## src/rtl/stopwatch_pkg.sv

```systemverilog
// Shared encodings for the stopwatch command path.
//   - Command codes carried on the req_cmd lanes.
//   - Control-FSM state codes. The control FSM uses the same codes.
//   - Arbiter FSM states.
//   - A legality helper that checks a command against the FSM state.
package stopwatch_pkg;

  typedef enum logic [1:0] {
    CMD_NOP   = 2'b00,
    CMD_START = 2'b01,
    CMD_STOP  = 2'b10,
    CMD_CLEAR = 2'b11
  } cmd_e;

  typedef enum logic [1:0] {
    ST_IDLE    = 2'b00,
    ST_RUNNING = 2'b01,
    ST_PAUSED  = 2'b10,
    ST_INVALID = 2'b11
  } fsm_state_e;

  typedef enum logic [1:0] {
    ARB_IDLE  = 2'b00,
    ARB_ISSUE = 2'b01,
    ARB_WAIT  = 2'b10,
    ARB_RESP  = 2'b11
  } arb_state_e;

  localparam int unsigned SETTLE_W = 4;
  localparam logic [7:0]  NACK_MAX = 8'hFF;

  // CLEAR and NOP are always accepted, even when the FSM reports the invalid code.
  function automatic logic cmd_is_legal(input logic [1:0] cmd, input logic [1:0] st);
    logic legal;
    legal = 1'b0;
    case (cmd_e'(cmd))
      CMD_NOP:   legal = 1'b1;
      CMD_START: legal = (st == ST_IDLE) || (st == ST_PAUSED);
      CMD_STOP:  legal = (st == ST_RUNNING);
      CMD_CLEAR: legal = 1'b1;
      default:   legal = 1'b0;
    endcase
    return legal;
  endfunction

endpackage

```

## src/rtl/stopwatch_rr_pick.sv

```systemverilog
// Round-robin picker (combinational).
// Returns the first requester at or after the pointer. The search wraps
// past the top index back to 0.
// Ports:
//   i_req     requester vector
//   i_ptr     index where the search starts
//   o_onehot  one-hot winner (all zero when there are no requests)
//   o_idx     binary index of the winner
//   o_any     at least one request is present
module stopwatch_rr_pick #(
  parameter int unsigned NUM_SRC = 2,
  parameter int unsigned IDX_W   = $clog2(NUM_SRC)
) (
  input  logic [NUM_SRC-1:0] i_req,
  input  logic [IDX_W-1:0]   i_ptr,
  output logic [NUM_SRC-1:0] o_onehot,
  output logic [IDX_W-1:0]   o_idx,
  output logic               o_any
);

  // The outer loop walks the distance from the pointer. The inner loop maps that
  // distance to a constant index, so no select uses a computed index.
  always_comb begin
    o_onehot = '0;
    o_idx    = '0;
    o_any    = 1'b0;
    for (int k = 0; k < int'(NUM_SRC); k++) begin
      for (int j = 0; j < int'(NUM_SRC); j++) begin
        if (!o_any && i_req[j] && (((int'(i_ptr) + k) % int'(NUM_SRC)) == j)) begin
          o_any       = 1'b1;
          o_onehot[j] = 1'b1;
          o_idx       = IDX_W'(j);
        end
      end
    end
  end

endmodule

```

## src/rtl/stopwatch_cmd_arbiter.sv

```systemverilog
// Stopwatch command arbiter.
// Several command sources share the stopwatch control FSM through this block.
// It grants one source at a time. It checks the command against fsm_state and
// sends a legal command as a one-cycle pulse. After the settle window it returns
// ok/nack and the FSM state to the source that was granted.
// Ports:
//   clk, rst      clock; asynchronous active-high reset
//   req_valid     per-source request
//   req_cmd       per-source command; source i uses bits [2i+1:2i]
//   req_ready     one-hot grant, high for one cycle
//   resp_valid    one-hot response strobe to the source that was granted
//   resp_ok       the command was legal and was issued
//   resp_state    fsm_state sampled in the response cycle
//   fsm_state     current state of the control FSM
//   start_pulse, stop_pulse, reset_pulse   one-cycle strobes to the FSM
//   busy          the arbiter is not idle
//   nack_count    saturating count of rejected commands
module stopwatch_cmd_arbiter
  import stopwatch_pkg::*;
#(
  parameter int unsigned NUM_SRC       = 2,
  parameter int unsigned SETTLE_CYCLES = 1
) (
  input  logic                 clk,
  input  logic                 rst,
  input  logic [NUM_SRC-1:0]   req_valid,
  input  logic [2*NUM_SRC-1:0] req_cmd,
  output logic [NUM_SRC-1:0]   req_ready,
  output logic [NUM_SRC-1:0]   resp_valid,
  output logic                 resp_ok,
  output logic [1:0]           resp_state,
  input  logic [1:0]           fsm_state,
  output logic                 start_pulse,
  output logic                 stop_pulse,
  output logic                 reset_pulse,
  output logic                 busy,
  output logic [7:0]           nack_count
);

  localparam int unsigned IDX_W = $clog2(NUM_SRC);

  arb_state_e          r_state, w_state_nxt;
  logic [IDX_W-1:0]    r_ptr, w_ptr_nxt;
  logic [IDX_W-1:0]    r_win, w_win_nxt;
  logic [1:0]          r_cmd, w_cmd_nxt;
  logic                r_legal, w_legal_nxt;
  logic [SETTLE_W-1:0] r_cnt, w_cnt_nxt;

  logic [NUM_SRC-1:0]  r_req_ready, w_req_ready_nxt;
  logic [NUM_SRC-1:0]  r_resp_valid, w_resp_valid_nxt;
  logic                r_resp_ok, w_resp_ok_nxt;
  logic [1:0]          r_resp_state, w_resp_state_nxt;
  logic                r_start, w_start_nxt;
  logic                r_stop, w_stop_nxt;
  logic                r_reset, w_reset_nxt;
  logic                r_busy, w_busy_nxt;
  logic [7:0]          r_nack, w_nack_nxt;

  // Find the requesters that present CLEAR. CLEAR beats every other command.
  logic [NUM_SRC-1:0] w_clear_req;
  always_comb begin
    w_clear_req = '0;
    for (int i = 0; i < int'(NUM_SRC); i++) begin
      w_clear_req[i] = req_valid[i] && (req_cmd[2*i +: 2] == CMD_CLEAR);
    end
  end

  logic [NUM_SRC-1:0] w_clr_oh, w_vld_oh, w_win_oh;
  logic [IDX_W-1:0]   w_clr_idx, w_vld_idx, w_win_idx;
  logic               w_clr_any, w_vld_any;

  stopwatch_rr_pick #(
    .NUM_SRC (NUM_SRC),
    .IDX_W   (IDX_W)
  ) u_pick_clear (
    .i_req    (w_clear_req),
    .i_ptr    (r_ptr),
    .o_onehot (w_clr_oh),
    .o_idx    (w_clr_idx),
    .o_any    (w_clr_any)
  );

  stopwatch_rr_pick #(
    .NUM_SRC (NUM_SRC),
    .IDX_W   (IDX_W)
  ) u_pick_valid (
    .i_req    (req_valid),
    .i_ptr    (r_ptr),
    .o_onehot (w_vld_oh),
    .o_idx    (w_vld_idx),
    .o_any    (w_vld_any)
  );

  logic [1:0] w_win_cmd;
  always_comb begin
    w_win_oh  = w_clr_any ? w_clr_oh : w_vld_oh;
    w_win_idx = w_clr_any ? w_clr_idx : w_vld_idx;
    w_win_cmd = CMD_NOP;
    for (int j = 0; j < int'(NUM_SRC); j++) begin
      if (w_win_oh[j]) w_win_cmd = req_cmd[2*j +: 2];
    end
  end

  always_comb begin
    w_state_nxt      = r_state;
    w_ptr_nxt        = r_ptr;
    w_win_nxt        = r_win;
    w_cmd_nxt        = r_cmd;
    w_legal_nxt      = r_legal;
    w_cnt_nxt        = r_cnt;
    w_req_ready_nxt  = '0;
    w_resp_valid_nxt = '0;
    w_resp_ok_nxt    = 1'b0;
    w_resp_state_nxt = 2'b00;
    w_start_nxt      = 1'b0;
    w_stop_nxt       = 1'b0;
    w_reset_nxt      = 1'b0;
    w_nack_nxt       = r_nack;

    unique case (r_state)
      ARB_IDLE: begin
        if (w_vld_any) begin
          w_win_nxt       = w_win_idx;
          w_cmd_nxt       = w_win_cmd;
          w_req_ready_nxt = w_win_oh;
          w_state_nxt     = ARB_ISSUE;
        end
      end
      ARB_ISSUE: begin
        w_legal_nxt = cmd_is_legal(r_cmd, fsm_state);
        w_cnt_nxt   = SETTLE_W'(SETTLE_CYCLES);
        w_state_nxt = ARB_WAIT;
      end
      ARB_WAIT: begin
        // The counter still holds its load value only in the first wait cycle.
        // The pulse register is set then, so the pulse appears two cycles after the grant.
        if (r_legal && (r_cnt == SETTLE_W'(SETTLE_CYCLES))) begin
          w_start_nxt = (r_cmd == CMD_START);
          w_stop_nxt  = (r_cmd == CMD_STOP);
          w_reset_nxt = (r_cmd == CMD_CLEAR);
        end
        w_cnt_nxt = r_cnt - 1'b1;
        if (r_cnt == SETTLE_W'(1)) w_state_nxt = ARB_RESP;
      end
      ARB_RESP: begin
        w_resp_valid_nxt = {{(NUM_SRC-1){1'b0}}, 1'b1} << r_win;
        w_resp_ok_nxt    = r_legal;
        w_resp_state_nxt = fsm_state;
        if (!r_legal && (r_nack != NACK_MAX)) w_nack_nxt = r_nack + 8'd1;
        w_ptr_nxt   = (r_win == IDX_W'(NUM_SRC - 1)) ? '0 : r_win + 1'b1;
        w_state_nxt = ARB_IDLE;
      end
      default: w_state_nxt = ARB_IDLE;
    endcase

    w_busy_nxt = (w_state_nxt != ARB_IDLE);
  end

  always_ff @(posedge clk or posedge rst) begin
    if (rst) begin
      r_state      <= ARB_IDLE;
      r_ptr        <= '0;
      r_win        <= '0;
      r_cmd        <= 2'b00;
      r_legal      <= 1'b0;
      r_cnt        <= '0;
      r_req_ready  <= '0;
      r_resp_valid <= '0;
      r_resp_ok    <= 1'b0;
      r_resp_state <= 2'b00;
      r_start      <= 1'b0;
      r_stop       <= 1'b0;
      r_reset      <= 1'b0;
      r_busy       <= 1'b0;
      r_nack       <= 8'd0;
    end else begin
      r_state      <= w_state_nxt;
      r_ptr        <= w_ptr_nxt;
      r_win        <= w_win_nxt;
      r_cmd        <= w_cmd_nxt;
      r_legal      <= w_legal_nxt;
      r_cnt        <= w_cnt_nxt;
      r_req_ready  <= w_req_ready_nxt;
      r_resp_valid <= w_resp_valid_nxt;
      r_resp_ok    <= w_resp_ok_nxt;
      r_resp_state <= w_resp_state_nxt;
      r_start      <= w_start_nxt;
      r_stop       <= w_stop_nxt;
      r_reset      <= w_reset_nxt;
      r_busy       <= w_busy_nxt;
      r_nack       <= w_nack_nxt;
    end
  end

  assign req_ready   = r_req_ready;
  assign resp_valid  = r_resp_valid;
  assign resp_ok     = r_resp_ok;
  assign resp_state  = r_resp_state;
  assign start_pulse = r_start;
  assign stop_pulse  = r_stop;
  assign reset_pulse = r_reset;
  assign busy        = r_busy;
  assign nack_count  = r_nack;

endmodule

```

## config.mk

```make
export PLATFORM = sky130hd
export DESIGN_NAME = stopwatch_cmd_arbiter
export DESIGN_NICKNAME = d
export VERILOG_FILES = /design/src/rtl/stopwatch_pkg.sv /design/src/rtl/stopwatch_rr_pick.sv /design/src/rtl/stopwatch_cmd_arbiter.sv
export SDC_FILE = /design/constraint.sdc
export NUM_CORES = 1
export LEC_CHECK = 0
export ABC_AREA = 1
export CORE_ASPECT_RATIO = 0.9
export CORE_UTILIZATION = 45
export CTS_CLUSTER_DIAMETER = 50
export CTS_CLUSTER_SIZE = 12
export DETAILED_ROUTE_END_ITERATION = 6
export GPL_TIMING_DRIVEN = 0
export PLACE_DENSITY = 0.77
export SLEW_MARGIN = 40
export SYNTH_ARGS = -nofsm -noshare
export SYNTH_HDL_FRONTEND = slang
export SYNTH_HIERARCHICAL = 1
export SYNTH_SLANG_ARGS = --single-unit
```

## constraint.sdc

```tcl
create_clock -name clk -period 1.7 [get_ports clk]
set_input_delay 0.34 -clock clk [delete_from_list [all_inputs] [get_ports clk]]
set_output_delay 0.34 -clock clk [all_outputs]
set_load 0.005 [all_outputs]
```

==> results of run 1 <==
==> cell usage after synthesis <==
| cell type | n | area [um^2] |
|---|---|---|
| o22ai_1 | 2 | 12.51 |
| or2_1 | 2 | 12.51 |
| nand2_1 | 64 | 240.2 |
| ha_1 | 12 | 150.1 |
| nand4_1 | 4 | 25.02 |
| xor2_1 | 2 | 17.52 |
| a21oi_1 | 8 | 40.04 |
| nand3_4 | 1 | 17.52 |
| nand3_1 | 9 | 45.04 |
| nor2_2 | 2 | 12.51 |
| nor2_4 | 2 | 22.52 |
| nor3_1 | 2 | 10.01 |
| o21ai_1 | 3 | 15.01 |
| inv_2 | 4 | 15.01 |
| inv_1 | 30 | 112.6 |
| o21ai_0 | 1 | 5.000 |
| bufinv_8 | 1 | 17.52 |
| nand2_4 | 1 | 11.26 |
| xnor2_1 | 1 | 8.760 |
| and3_1 | 2 | 12.51 |
| nand3b_1 | 1 | 7.510 |
| nand2_2 | 2 | 12.51 |
| buf_4 | 1 | 7.510 |
| nor2_1 | 20 | 75.07 |
| dfrtp_1 | 30 | 750.7 |
| o21ai_2 | 1 | 8.760 |
==> worst reg2reg max path, cell delays in order, from the launching register on <==
cell and delay, ps:
dfrtp_1 410, inv_1 100, ha_1 390, inv_2 90, nor2_1 110, a21oi_1 70, nor3_1 160
==> state kept, by name, indices dropped and copies added (netlist names) <==
register / count
r_ptr: 1
resp_ok: 1
resp_state: 2
req_ready: 2
stop_pulse: 1
r_state: 2
r_cmd: 2
r_win: 1
r_cnt: 4
busy: 1
nack_count: 8
reset_pulse: 1
start_pulse: 1
r_legal: 1
resp_valid: 2
==> through the flow <==
stage / hold slack [ps] / instance area, um^2 / power, mW / setup slack [ps] / instances
5_1_grt: 489.3 / 2079 / 3.247 / 31.12 / 287
2_1_floorplan: 422.7 / 1665 / 2.011 / 433.2 / 208
3_5_place_dp: 440.6 / 2001 / 2.451 / -187.9 / 280
4_1_cts: 470.9 / 2077 / 2.990 / 56.85 / 287
6_report: 450.2 / 2079 / 2.950 / 74.42 / 287
3_3_place_gp: 448.4 / 2001 / 2.409 / -169.3 / 280
==> repair_timing <==
item,in CTS,in global routing
endpoints found under the setup margin,0,2
resized for setup,0,1
hold endpoints to repair,0,0
==> kinds of logic (layout without fill, tap and decap cells) <==
kind of cell	Yosys count	in the layout	synth area share, %
AOI/OAI and AO/OA	15	15	4.883
xor gates and xnor gates	3	3	1.578
adders and majority gates	12	12	9.016
buffers and inverters	36	71	9.166
DFF	30	30	45.08
and+or+nand+nor	112	112	30.28
==> worst max-delay path by stage <==
stage                     depth (start not counted)                    to  slack [ps]
after CTS                                         1         nack_count[2]          60
after global placement                           11  r_cmd[1]$_DFFE_PP0P_        -170
after detailed placement                         11  r_cmd[0]$_DFFE_PP0P_        -190
after global routing                              1         nack_count[2]          30
final                                             1         nack_count[2]          70
after floorplan                                   6  r_cnt[3]$_DFFE_PP0P_         430
==> power groups by stage <==
stage / logic, mW / clock network, mW / registers, mW
after global placement: 1.27 / 0 / 1.14
final: 1.30 / 0.526 / 1.13
after detailed placement: 1.31 / 0 / 1.14
after CTS: 1.32 / 0.543 / 1.13
after global routing: 1.52 / 0.569 / 1.16
after floorplan: 0.896 / 0 / 1.12
==> layer usage <==
metal / vias to the layer above / GRT usage (%) / wire length, um / part of all wire [%]
li1: 708 / - / - / -
met1: 579 / 22.30 / 1416 / 49
met2: 31 / 27.70 / 1324 / 45
met3: 2 / 5.725 / 138 / 4.7
met4: 0 / 8.207 / 33 / 1.1
met5: - / 0 / 0 / 0
==> area by class of cell <==
| class | count | area share (%) |
|---|---|---|
| buffer | 1 | 0.3610 |
| clock buffer | 7 | 3.670 |
| inverter | 35 | 6.980 |
| multi-input combinational | 142 | 36.76 |
| sequential | 30 | 36.10 |
| tap | 44 | 2.647 |
| timing repair buffer | 28 | 13.48 |
==> summary.txt, run 1 <==
Synth
  – Register area share after synthesis: between 40 and 50%
  – Synth warnings: 6
  – Synth Instances: between 200 and 250
  – Synth Register Bits: 30
  – Post-synthesis cell type count: 26
  – Avg Inst Size Synth: approximately 8 um^2
  – Area of the mapped netlist: ~1700 um^2
  – Syn_nets: 230

Global route
  – Initial antenna violation count: 0
  – First-pass GRT wire length: just over 5000 um
  – Pin count of the biggest net entering global routing: 31
  – Vias in the first global route: approximately 1,200
  – Grt total ovfl: 0
  – Tot GR Track Use: 17.69%

Die
  – Row cnt: 20
  – Die W: approximately 66 um
  – Die Area: around 3900 um^2
  – Die H: between 50 and 60 um
  – Core ar.: 3453 um^2
  – I/O pins: 29
  – Initial core utilization: between 40% and 50%

STA
  – RSZ-0062 raised after global routing: false
  – Final period util: between 90% and 100%
  – Setup violations, final: 0
  – Fin. Hold Viols: 0
  – Slew Limit Fails: 0
  – Transition time at the pin with the least slew margin: ~600 ps
  – Max Fclk: 615.2 MHz
  – Tmin final: ~1600 ps
  – Layout Skew: slightly below 7 ps
  – Rel. slew slack: 59.75%
  – Fin Setup TNS: 0 ps

Worst setup path
  – CP arrival: between 1000 and 1500 ps
  – Worst r2r dst: r_cnt[3]$_DFFE_PP0P_
  – CP Max Fanout: 6
  – Worst Path Required: between 1000 and 1500 ps
  – Critical path type: flop to output port
  – Delay-heaviest family, CP: buffers and inverters
  – Worst Setup SP: nack_count[2]$_DFFE_PP0P_
  – Startpoint Class: flop
  – RR Startpoint: r_state[0]$_DFF_PP0_
  – Worst setup EP type: output port
  – Flop2flop setup slack: approximately 290 ps
  – CP Cell Sequence: clkdlybuf4s50_1
  – Slowest cell on the critical path: clkdlybuf4s50_1
  – Worst Reg-to-Reg Cells: 6
  – Slowest stage delay, CP: ~540 ps
  – CP bufs+invs: 1

Drt
  – Post-route antenna net violation count: 0
  – Post-route DRC: 0
  – Detailed-route wire length per cell: between 10 and 15 um
  – Vias: around 1,300
  – Initial DRC count: 61
  – TritonRoute pass-1 iters: 4
  – Vias/cell: between 4 and 5
  – WL final: approximately 2900 um

Finish
  – Multi-input gate area: between 700 and 800 um^2
  – Final core occ: 60.22%
  – Register area: 750.7 um^2
  – Diode count: 0
  – Fillers: ~320
  – # nets final: ~270
  – Commonest non-fill, non-tap cells in the layout: nand2_1 (64), dfrtp_1 (30), inv_1 (29)
  – Synth-to-layout area growth: 24.87%
  – Commonest non-fill, non-tap cell in the layout: nand2_1
  – Share of layout cells above drive strength 1: 9.053%

Power and ir drop
  – Clock group share of total power: between 15 and 20%
  – Int Power: approximately 1.8 mW
  – Peak VDD IR: 0.0006821 V
  – Comb power frac: ~44%
  – Seq pwr share: roughly two fifths
  – NetSw: 1.133 mW
  – PwrDens: 1418 nW/um^2
  – Pleak: around 1.1 nW
  – Sw Share: between 30% and 40%

Place
  – IO buf count: 28
  – Post-DP HPWL: approximately 2200 um
  – Gpl congestion: between 0.7 and 0.8

Clock tree
  – H-tree lvl count: 2
  – Clk root buf: clkbuf_8
  – Clock Sinks: 30
  – Clk Latency, worst-skew pair: between 200 and 300 ps
  – CTS Hold Bufs: 0
  – Number of buffers created by CTS: 5
  – CTS tree: done
  – Setup bufs post-CTS: 0
  – Clock buffer depth: 2
  – Worst-path clk slew: ~60 ps

Outcome
  – Status: complete, no violations

Job
  – Max-Cap Viols: 0

Worst hold path
  – Hold crit path type: input port to async pin
(Power assumes the default switching activity.)
==> run 2, diff against run 1 <==
- SLEW_MARGIN: 40 -> default
==> run 2 against run 1 <==
Setup slack unchanged. Via count unchanged. Hold slack improved by 23 ps. Global-route usage unchanged. Routed wire length about the same. Utilization unchanged. Critical path depth unchanged. First-iteration DRC count unchanged. Clock skew unchanged. Maximum frequency unchanged. Flip-flop and latch count unchanged. Critical endpoint unchanged. Largest cell class unchanged. Highest routed layer unchanged.
==> summary.txt, run 2 (synthesis results as in run 1) <==
Power and ir drop
  – Total power: 2.949 mW (was 2.950 mW)
  – Pleak: 1.084 nW (was 1.083 nW)
  – PwrDens: 1418 nW/um^2 (about the same)
  – Peak VDD IR: 0.0006820 V (was 0.0006821 V)

Finish
  – Max reg flops: 8 (unchanged)
  – # nets final: 265 (unchanged)
  – Diode count: 0 (unchanged)
  – Synth-to-layout area growth: 24.87% (unchanged)
  – Commonest non-fill, non-tap cell in the layout: nand2_1 (unchanged)
  – Commonest non-fill, non-tap cells in the layout: nand2_1 (64), inv_1 (30), dfrtp_1 (30) (was nand2_1 (64), dfrtp_1 (30), inv_1 (29))
  – Post-route cell area: 2079 um^2 (unchanged)
  – Share of layout cells above drive strength 1: 8.642% (was 9.053%)

Clock tree
  – Number of buffers created by CTS: 5 (unchanged)
  – Clock Sinks: 30 (unchanged)
  – Setup bufs post-CTS: 0 (unchanged)
  – CTS tree: done (unchanged)
  – H-tree lvl count: 2 (unchanged)
  – Clock buffer depth: 2 (unchanged)
  – Post-cts resize count: 0 (unchanged)
  – Worst-path clk slew: 60 ps (about the same)
  – Clk root buf: clkbuf_8 (unchanged)
  – Clk Latency, worst-skew pair: 280 ps (about the same)
  – CTS Hold Bufs: 0 (unchanged)

Worst setup path
  – CP arrival: 1290 ps (about the same)
  – Slowest cell on the critical path: clkdlybuf4s50_1 (unchanged)
  – Worst Path Required: 1360 ps (about the same)
  – Worst Setup SP: nack_count[2]$_DFFE_PP0P_ (unchanged)
  – Startpoint Class: flop (unchanged)
  – Slowest stage delay, CP: 540 ps (about the same)
  – Delay-heaviest family, CP: buffers and inverters (unchanged)
  – CP bufs+invs: 1 (unchanged)
  – Critical path type: flop to output port (unchanged)
  – RR Startpoint: r_state[0]$_DFF_PP0_ (unchanged)
  – CP Max Fanout: 6 (unchanged)
  – CP Cell Sequence: clkdlybuf4s50_1 (unchanged)
  – Worst setup EP type: output port (unchanged)

STA
  – Transition time at the pin with the least slew margin: 1092 ps (was 602.9 ps)
  – Max Fclk: 615.2 MHz (unchanged)
  – Tmin final: 1626 ps (unchanged)
  – Setup violations, final: 0 (unchanged)
  – Final period util: 95.62% (unchanged)
  – Slew Limit Fails: 0 (unchanged)
  – Layout Skew: 6.731 ps (unchanged)
  – Fin. Hold Viols: 0 (unchanged)
  – Rel. slew slack: 27.14% (was 59.75%)
  – RSZ-0062 raised after global routing: false (unchanged)

Die
  – Die Area: 3948 um^2 (unchanged)
  – Row cnt: 20 (unchanged)
  – Core ar.: 3453 um^2 (unchanged)
  – Die W: 66.13 um (unchanged)
  – I/O pins: 29 (unchanged)
  – Initial core utilization: 48.22% (unchanged)
  – Die H: 59.71 um (unchanged)

Global route
  – Vias in the first global route: 1,205 (unchanged)
  – First-pass GRT wire length: 5092 um (unchanged)
  – Grt total ovfl: 0 (unchanged)
  – Tot GR Track Use: 17.69% (unchanged)
  – Initial antenna violation count: 0 (unchanged)
  – Pin count of the biggest net entering global routing: 31 (unchanged)

Job
  – Max-Cap Viols: 0 (unchanged)

Drt
  – WL final: 2911 um (was 2912 um)
  – Post-route DRC: 0 (unchanged)
  – Detailed-route wire length per cell: 10.14 um (was 10.15 um)
  – Post-route antenna net violation count: 0 (unchanged)
  – Initial DRC count: 61 (unchanged)
  – Vias/cell: 4.599 (unchanged)
  – Vias: 1,320 (unchanged)
  – TritonRoute pass-1 iters: 4 (unchanged)

Place
  – Gpl congestion: 0.7979 (unchanged)
  – IO buf count: 28 (unchanged)
  – Placed Area: 2001 um^2 (unchanged)
  – Post-DP HPWL: 2224 um (about the same)

Outcome
  – Status: complete, no violations (unchanged)

Worst hold path
  – Hold crit path type: flop to flop (was input port to async pin)
  – Hold path startpoint: r_win$_DFFE_PP0P_
==> run 2: cell count changes in the layout (fill, tap and decap cells not counted) <==
cell	before	now
inv_1	29	30
inv_2	5	4
==> run 2: worst paths after layout <==
kind,end,slack [ps],cells past startpoint
setup / recovery,nack_count[2],70,1
hold / removal,resp_valid[0]$_DFF_PP0_,470,1
setup reg to reg,r_cnt[3]$_DFFE_PP0P_,290,6
hold reg to reg,resp_valid[0]$_DFF_PP0_,470,1
max in group asynchronous,start_pulse$_DFF_PP0_,400,2
min in group asynchronous,r_win$_DFFE_PP0P_,640,2
==> run 2: final cells by class <==
cell class	count	area, um^2
Tap cell	44	55.05
Timing Repair Buffer	28	280.3
Clock buffer	7	76.32
Buffer	1	7.507
Fill cell	323	1374
Multi-Input combinational cell	142	764.5
Inverter	35	145.1
Sequential cell	30	750.7
==> run 2: metal layers <==
layer	part of all wire, %	wire length (um)	global-route usage, %
met2	45	1324	27.70
met1	49	1415	22.30
met5	0	0	0
met3	4.7	138	5.725
met4	1.1	33	8.207
==> run 2: worst register-to-register path, stage by stage, from the launching register on <==
cell	delay [ps]
dfrtp_1	410
inv_1	100
ha_1	390
inv_2	90
nor2_1	110
a21oi_1	70
nor3_1	160
==> run 2: report_power, final <==
part,total [mW],internal (mW),switching [mW]
clock,0.526,0.281,0.245
sequential,1.13,0.942,0.186
combinational,1.30,0.594,0.701
total,2.95,1.82,1.13
==> run 2: per-stage QoR <==
step | worst slack (ps) | util (%) | cells | hold WS (ps) | setup TNS [ps]
floorplan | 433.2 | - | 208 | 422.7 | 0
global placement | -169.3 | 57.93 | 280 | 448.4 | -677.6
detailed placement | -187.9 | 57.93 | 280 | 440.6 | -1661
CTS | 56.85 | 60.14 | 287 | 470.9 | 0
global route | 31.12 | 60.22 | 287 | 489.3 | 0
finish | 74.42 | 60.22 | 287 | 473.1 | 0
